`src/rtl/uart_pkg.sv`:
```
// Shared UART definitions: receiver state encoding, parity mode constants
// and a 3-input majority helper used for mid-bit voting.
package uart_pkg;

    typedef enum logic [2:0] {
        IDLE,
        START,
        DATA,
        PARITY,
        STOP,
        WAIT_IDLE
    } rx_state_t;

    localparam int unsigned PAR_NONE = 0;
    localparam int unsigned PAR_ODD  = 1;
    localparam int unsigned PAR_EVEN = 2;

    function automatic logic maj3(input logic a, input logic b, input logic c);
        return (a & b) | (a & c) | (b & c);
    endfunction

endpackage

```
`src/rtl/sync_2ff.sv`:
```
// Two-flop synchronizer for a single asynchronous input.
// Ports:
//   clk   - destination clock
//   reset - synchronous active-high reset, loads RESET_VAL into both flops
//   d     - asynchronous input
//   q     - synchronized output (two clk cycles of latency)
module sync_2ff #(
    parameter logic RESET_VAL = 1'b0
) (
    input  logic clk,
    input  logic reset,
    input  logic d,
    output logic q
);

    logic meta_q;
    logic sync_q;

    always_ff @(posedge clk) begin
        if (reset) begin
            meta_q <= RESET_VAL;
            sync_q <= RESET_VAL;
        end else begin
            meta_q <= d;
            sync_q <= meta_q;
        end
    end

    assign q = sync_q;

endmodule

```
`src/rtl/uart_rx.sv`:
```
// UART receiver: 8 data bits LSB-first, optional odd/even parity, one stop bit.
// Each bit is decided by a 3-sample majority vote around mid-bit. The stop bit
// is decided at mid-bit and the FSM returns early so back-to-back frames work.
// Ports:
//   clk        - system clock
//   reset      - synchronous active-high reset
//   rx         - asynchronous serial line, idle high
//   rx_data    - last received byte, held until the next rx_ready
//   rx_ready   - one-cycle strobe; rx_data and the error flags are valid from here
//   rx_active  - high while a frame is in progress (state != IDLE)
//   frame_err  - stop bit decided 0; updated with rx_ready, held
//   parity_err - parity mismatch (always 0 with no parity); updated with rx_ready
module uart_rx
    import uart_pkg::*;
#(
    parameter int unsigned CLKS_PER_BIT = 104,
    parameter int unsigned PARITY       = 0
) (
    input  logic       clk,
    input  logic       reset,
    input  logic       rx,
    output logic [7:0] rx_data,
    output logic       rx_ready,
    output logic       rx_active,
    output logic       frame_err,
    output logic       parity_err
);

    localparam int unsigned CW  = $clog2(CLKS_PER_BIT);
    localparam int unsigned MID = CLKS_PER_BIT / 2;

    localparam logic [CW-1:0] CNT_S0   = CW'(MID - 1);
    localparam logic [CW-1:0] CNT_S1   = CW'(MID);
    localparam logic [CW-1:0] CNT_DEC  = CW'(MID + 1);
    localparam logic [CW-1:0] CNT_LAST = CW'(CLKS_PER_BIT - 1);

    logic rx_s;

    sync_2ff #(
        .RESET_VAL(1'b1)
    ) u_sync (
        .clk  (clk),
        .reset(reset),
        .d    (rx),
        .q    (rx_s)
    );

    rx_state_t     state_q,      state_d;
    logic [CW-1:0] cnt_q,        cnt_d;
    logic [2:0]    bit_idx_q,    bit_idx_d;
    logic [1:0]    samp_q,       samp_d;
    logic [7:0]    shift_q,      shift_d;
    logic          par_bad_q,    par_bad_d;
    logic [7:0]    rx_data_q,    rx_data_d;
    logic          rx_ready_q,   rx_ready_d;
    logic          frame_err_q,  frame_err_d;
    logic          parity_err_q, parity_err_d;

    logic bit_val;
    logic decide;
    logic bit_end;
    logic par_xor;

    always_ff @(posedge clk) begin
        if (reset) begin
            state_q      <= IDLE;
            cnt_q        <= '0;
            bit_idx_q    <= '0;
            samp_q       <= 2'b11;
            shift_q      <= '0;
            par_bad_q    <= 1'b0;
            rx_data_q    <= '0;
            rx_ready_q   <= 1'b0;
            frame_err_q  <= 1'b0;
            parity_err_q <= 1'b0;
        end else begin
            state_q      <= state_d;
            cnt_q        <= cnt_d;
            bit_idx_q    <= bit_idx_d;
            samp_q       <= samp_d;
            shift_q      <= shift_d;
            par_bad_q    <= par_bad_d;
            rx_data_q    <= rx_data_d;
            rx_ready_q   <= rx_ready_d;
            frame_err_q  <= frame_err_d;
            parity_err_q <= parity_err_d;
        end
    end

    // Third vote is the live synchronized sample at the decision count.
    assign bit_val = maj3(samp_q[0], samp_q[1], rx_s);
    assign decide  = (cnt_q == CNT_DEC);
    assign bit_end = (cnt_q == CNT_LAST);
    assign par_xor = (^shift_q) ^ bit_val;

    always_comb begin
        state_d      = state_q;
        cnt_d        = cnt_q + 1'b1;
        bit_idx_d    = bit_idx_q;
        samp_d       = samp_q;
        shift_d      = shift_q;
        par_bad_d    = par_bad_q;
        rx_data_d    = rx_data_q;
        rx_ready_d   = 1'b0;
        frame_err_d  = frame_err_q;
        parity_err_d = parity_err_q;

        if (cnt_q == CNT_S0) samp_d[0] = rx_s;
        if (cnt_q == CNT_S1) samp_d[1] = rx_s;

        // The PARITY parameter shadows the imported enumerator, hence the
        // package-qualified name for that state.
        case (state_q)
            IDLE: begin
                cnt_d = '0;
                if (!rx_s) state_d = START;
            end
            START: begin
                if (decide && bit_val) begin
                    state_d = IDLE;
                    cnt_d   = '0;
                end else if (bit_end) begin
                    state_d   = DATA;
                    cnt_d     = '0;
                    bit_idx_d = '0;
                end
            end
            DATA: begin
                if (decide) shift_d = {bit_val, shift_q[7:1]};
                if (bit_end) begin
                    cnt_d = '0;
                    if (bit_idx_q == 3'd7) begin
                        state_d = (PARITY != PAR_NONE) ? uart_pkg::PARITY : STOP;
                    end else begin
                        bit_idx_d = bit_idx_q + 3'd1;
                    end
                end
            end
            uart_pkg::PARITY: begin
                if (decide) par_bad_d = (PARITY == PAR_ODD) ? ~par_xor : par_xor;
                if (bit_end) begin
                    state_d = STOP;
                    cnt_d   = '0;
                end
            end
            STOP: begin
                if (decide) begin
                    rx_data_d    = shift_q;
                    frame_err_d  = ~bit_val;
                    parity_err_d = (PARITY != PAR_NONE) && par_bad_q;
                    rx_ready_d   = 1'b1;
                    cnt_d        = '0;
                    state_d      = bit_val ? IDLE : WAIT_IDLE;
                end
            end
            WAIT_IDLE: begin
                cnt_d = '0;
                if (rx_s) state_d = IDLE;
            end
            default: begin
                state_d = IDLE;
                cnt_d   = '0;
            end
        endcase
    end

    assign rx_data    = rx_data_q;
    assign rx_ready   = rx_ready_q;
    assign rx_active  = (state_q != IDLE);
    assign frame_err  = frame_err_q;
    assign parity_err = parity_err_q;

endmodule
```
`config.mk`:
```
export PLATFORM = sky130hd
export DESIGN_NAME = uart_rx
export DESIGN_NICKNAME = d
export VERILOG_FILES = /design/src/rtl/uart_pkg.sv /design/src/rtl/sync_2ff.sv /design/src/rtl/uart_rx.sv
export SDC_FILE = /design/constraint.sdc
export NUM_CORES = 1
export LEC_CHECK = 0
export BUFFER_PORTS_ARGS = -buffer_cell sky130_fd_sc_hd__buf_4
export CORE_ASPECT_RATIO = 0.7
export CORE_MARGIN = 2
export CORE_UTILIZATION = 35
export CTS_CLUSTER_DIAMETER = 200
export CTS_CLUSTER_SIZE = 10
export DETAILED_ROUTE_END_ITERATION = 12
export MAX_ROUTING_LAYER = met4
export PLACE_DENSITY_LB_ADDON = 0.1
export SETUP_SLACK_MARGIN = 0.1
export SLEW_MARGIN = 40
export SYNTH_ARGS = -nofsm -noshare
export SYNTH_HDL_FRONTEND = slang
export SYNTH_SLANG_ARGS = --single-unit
```
`constraint.sdc`:
```
create_clock -name clk -period 3.4 [get_ports clk]
set_input_delay 0.34 -clock clk [delete_from_list [all_inputs] [get_ports clk]]
set_output_delay 0.34 -clock clk [all_outputs]
set_load 0.05 [all_outputs]
```
==> flow_metrics.env <==
export IMPL_drtIter0Drc=80
export IMPL_maxSlewHeadroom=0.540
export IMPL_endpoint_kind="flop"
export IMPL_async_reset_ff_frac=0
export IMPL_cts_buffer_depth=2
export IMPL_grt_pass1_wl_um=5020
export IMPL_dp_cells=228
export IMPL_row_count=20
export IMPL_grt_overflow_total=0
export IMPL_die_height_um=59.5
export IMPL_cts_sinks=35
export IMPL_cts_resized=0
export IMPL_combPwrFrac=0.120
export IMPL_regToRegSetupSlack_ns=1.33
export IMPL_final_cell_mix="dfxtp_1 (35), nor2_1 (32), mux2i_1 (21)"
export IMPL_power_frac_seq=0.533
export IMPL_powerDensity_nw_per_um2=458
export IMPL_netlist_area_um2=1540
export IMPL_post_route_min_period_ns=2.07
export IMPL_crit_path_start_kind="flop"
export IMPL_cts_root_buf="clkbuf_8"
export IMPL_hold_class="in2reg"
export IMPL_fin_cells=236
export IMPL_tritoncts="done"
export IMPL_antennaDiodeCount=0
export IMPL_intPower_mw=0.595
export IMPL_synth_top_flop_cell="dfxtp_1"
export IMPL_firstDrtPassIters=4
export IMPL_cp_max_fo=5
export IMPL_die_w_um=83.4
export IMPL_holdPathStages=2
export IMPL_synth_edf_count=0
export IMPL_synth_distinct_cells=40
export IMPL_maxCapViolCount=0
export IMPL_holdBufCountCts=0
export IMPL_finalPower_mw=0.804
export IMPL_multi_input_area_um2=786
export IMPL_worstReg2RegStart="cnt_q[0]"
export IMPL_r2r_end="state_q[0]"
export IMPL_grt_usage=0.135
export IMPL_cts_made_buffers=5
export IMPL_antenna_left=0
export IMPL_seqCellArea_um2=701
export IMPL_finalHoldViolations=0
export IMPL_cp_required_ns=3.56
export IMPL_routed_wl_um=2930
export IMPL_fin_hold_ws_ns=0.248
export IMPL_startpoint="cnt_q[0]"
export IMPL_ir_drop_mv=0.213
export IMPL_slowest_stage="dfxtp_1"
export IMPL_core_um2=4280
export IMPL_critical_path_max_stage_delay_ns=0.40
export IMPL_grt_pass1_vias=1048
export IMPL_io_buffer_count=13
export IMPL_insertion_delay_ns=0.28
export IMPL_nets=188
export IMPL_p_clk_frac=0.347
export IMPL_status="finished, final reports clean"
export IMPL_nFillCells=444
export IMPL_worstMarginPinSlew_ns=0.688
export IMPL_syn_nets=175
export IMPL_ys_warn_count=0
export IMPL_worstSetupPathType="reg2reg"
export IMPL_drv_slew=0
export IMPL_crit_chain="ha_1 -> and4b_1 -> a21oi_1 -> or3_1 -> nor3_1 -> mux2_1"
export IMPL_syn_inst=167
export IMPL_setup_viol=0
export IMPL_rr_worst_depth=6
export IMPL_io_pins=15
export IMPL_drive_gt1_frac=0.138
export IMPL_initial_core_util=0.361
export IMPL_cts_clk_slew_worst_paths_ns=0.07
export IMPL_synthToLayoutAreaGrowth_pct=13.9
export IMPL_ys_ff_latch=35
export IMPL_drc=0
export IMPL_detail_route_wl_per_cell_um=12.4
export IMPL_layout_commonest_cell="dfxtp_1"
export IMPL_hold_end="u_sync.meta_q"
export IMPL_fmax_ghz=0.483
export IMPL_antenna_found_initial=0
export IMPL_post_cts_buffers=0
export IMPL_hpwl_um=2130
export IMPL_swShare=0.260
export IMPL_p_leak_nw=0.749
export IMPL_vias_per_cell=4.78
export IMPL_p_sw_mw=0.209
export IMPL_vias=1129
export IMPL_finalCritPeriodShare=0.609
export IMPL_finClkSkew_ns=0.00489
export IMPL_htreeDepth=2
export IMPL_rsz0062_at_grt="no"
export IMPL_worstPathArrival_ns=2.23
export IMPL_avgSynthCellArea_um2=9.24
export IMPL_grt_max_degree=26
export IMPL_fin_tns_setup_ns=0
export IMPL_hp_start="rx"
export IMPL_place_congestion=0.779
export IMPL_synth_seq_area_share=0.454
export IMPL_die_area_um2=4960
registers in the layout, indices dropped and copies added (netlist names):
signal	count
bit_idx_q	3
cnt_q	7
frame_err	1
rx_data	8
rx_ready	1
samp_q	2
shift_q	8
state_q	3
u_sync.meta_q	1
u_sync.q	1
worst max path at each step:
stage / to / slack (ns)
2_1_floorplan: state_q[0] / 1.52
3_3_place_gp: state_q[0] / 1.41
3_5_place_dp: state_q[0] / 1.35
4_1_cts: state_q[0] / 1.33
5_1_grt: frame_err / 1.14
6_report: state_q[0] / 1.33
worst max-delay path: cells and delay by family (launching register included):
kind / cells / cell delay [ns]
and+or+nand+nor: 3 / 0.91
DFF: 1 / 0.40
muxes: 1 / 0.36
adders and majority gates: 1 / 0.16
AOI/OAI and AO/OA: 1 / 0.12
layout make-up:
class,instances,share of cell area
Clock buffer,7,0.0434
Tap cell,55,0.0392
Clock inverter,1,0.00285
Sequential cell,35,0.399
Multi-Input combinational cell,119,0.447
Timing Repair Buffer,13,0.0556
Inverter,6,0.0128
power by group through the flow:
| stage | sequential [mW] | clock, mW | combinational, mW |
|---|---|---|---|
| floorplan | 0.434 | 0 | 0.0744 |
| global placement | 0.437 | 0 | 0.0937 |
| detailed placement | 0.438 | 0 | 0.0963 |
| CTS | 0.428 | 0.293 | 0.0968 |
| global route | 0.429 | 0.310 | 0.108 |
| finish | 0.429 | 0.279 | 0.0966 |
kinds of logic after synthesis:
kind of cell,Yosys count,synth area share
AND/OR/NAND/NOR,71,0.221
flip-flops,35,0.454
multiplexers,22,0.144
AO/OA/AOI/OAI,14,0.0657
buffers and inverters,13,0.0365
adder cells (fa/ha/maj),6,0.0479
XOR/XNOR,5,0.0284
other,1,0.00243
cell usage after synthesis (all sizes together) (4+ instances only):
library cell   n  share of area
nand3          4          0.013
nor2          33          0.082
ha             5          0.041
nand2         13          0.032
buf            4          0.015
inv            5          0.012
o21ai          4          0.013
mux2i         21           0.14
dfxtp         35           0.45
per-layer routing:
layer,GRT usage,vias up,part of all wire
met4,0.0632,0,0.011
met2,0.190,26,0.41
met3,0.0418,4,0.048
met1,0.178,513,0.53
met5,-,-,0
li1,-,586,-
metrics by stage:
step | utilization | setup slack, ns | instance area, um2
floorplan | - | 1.52 | 1540
global placement | 0.392 | 1.41 | 1680
detailed placement | 0.392 | 1.35 | 1680
CTS | 0.411 | 1.33 | 1760
global route | 0.411 | 1.14 | 1760
finish | 0.411 | 1.33 | 1760
No activity file was read; power rests on OpenSTA's default activity.
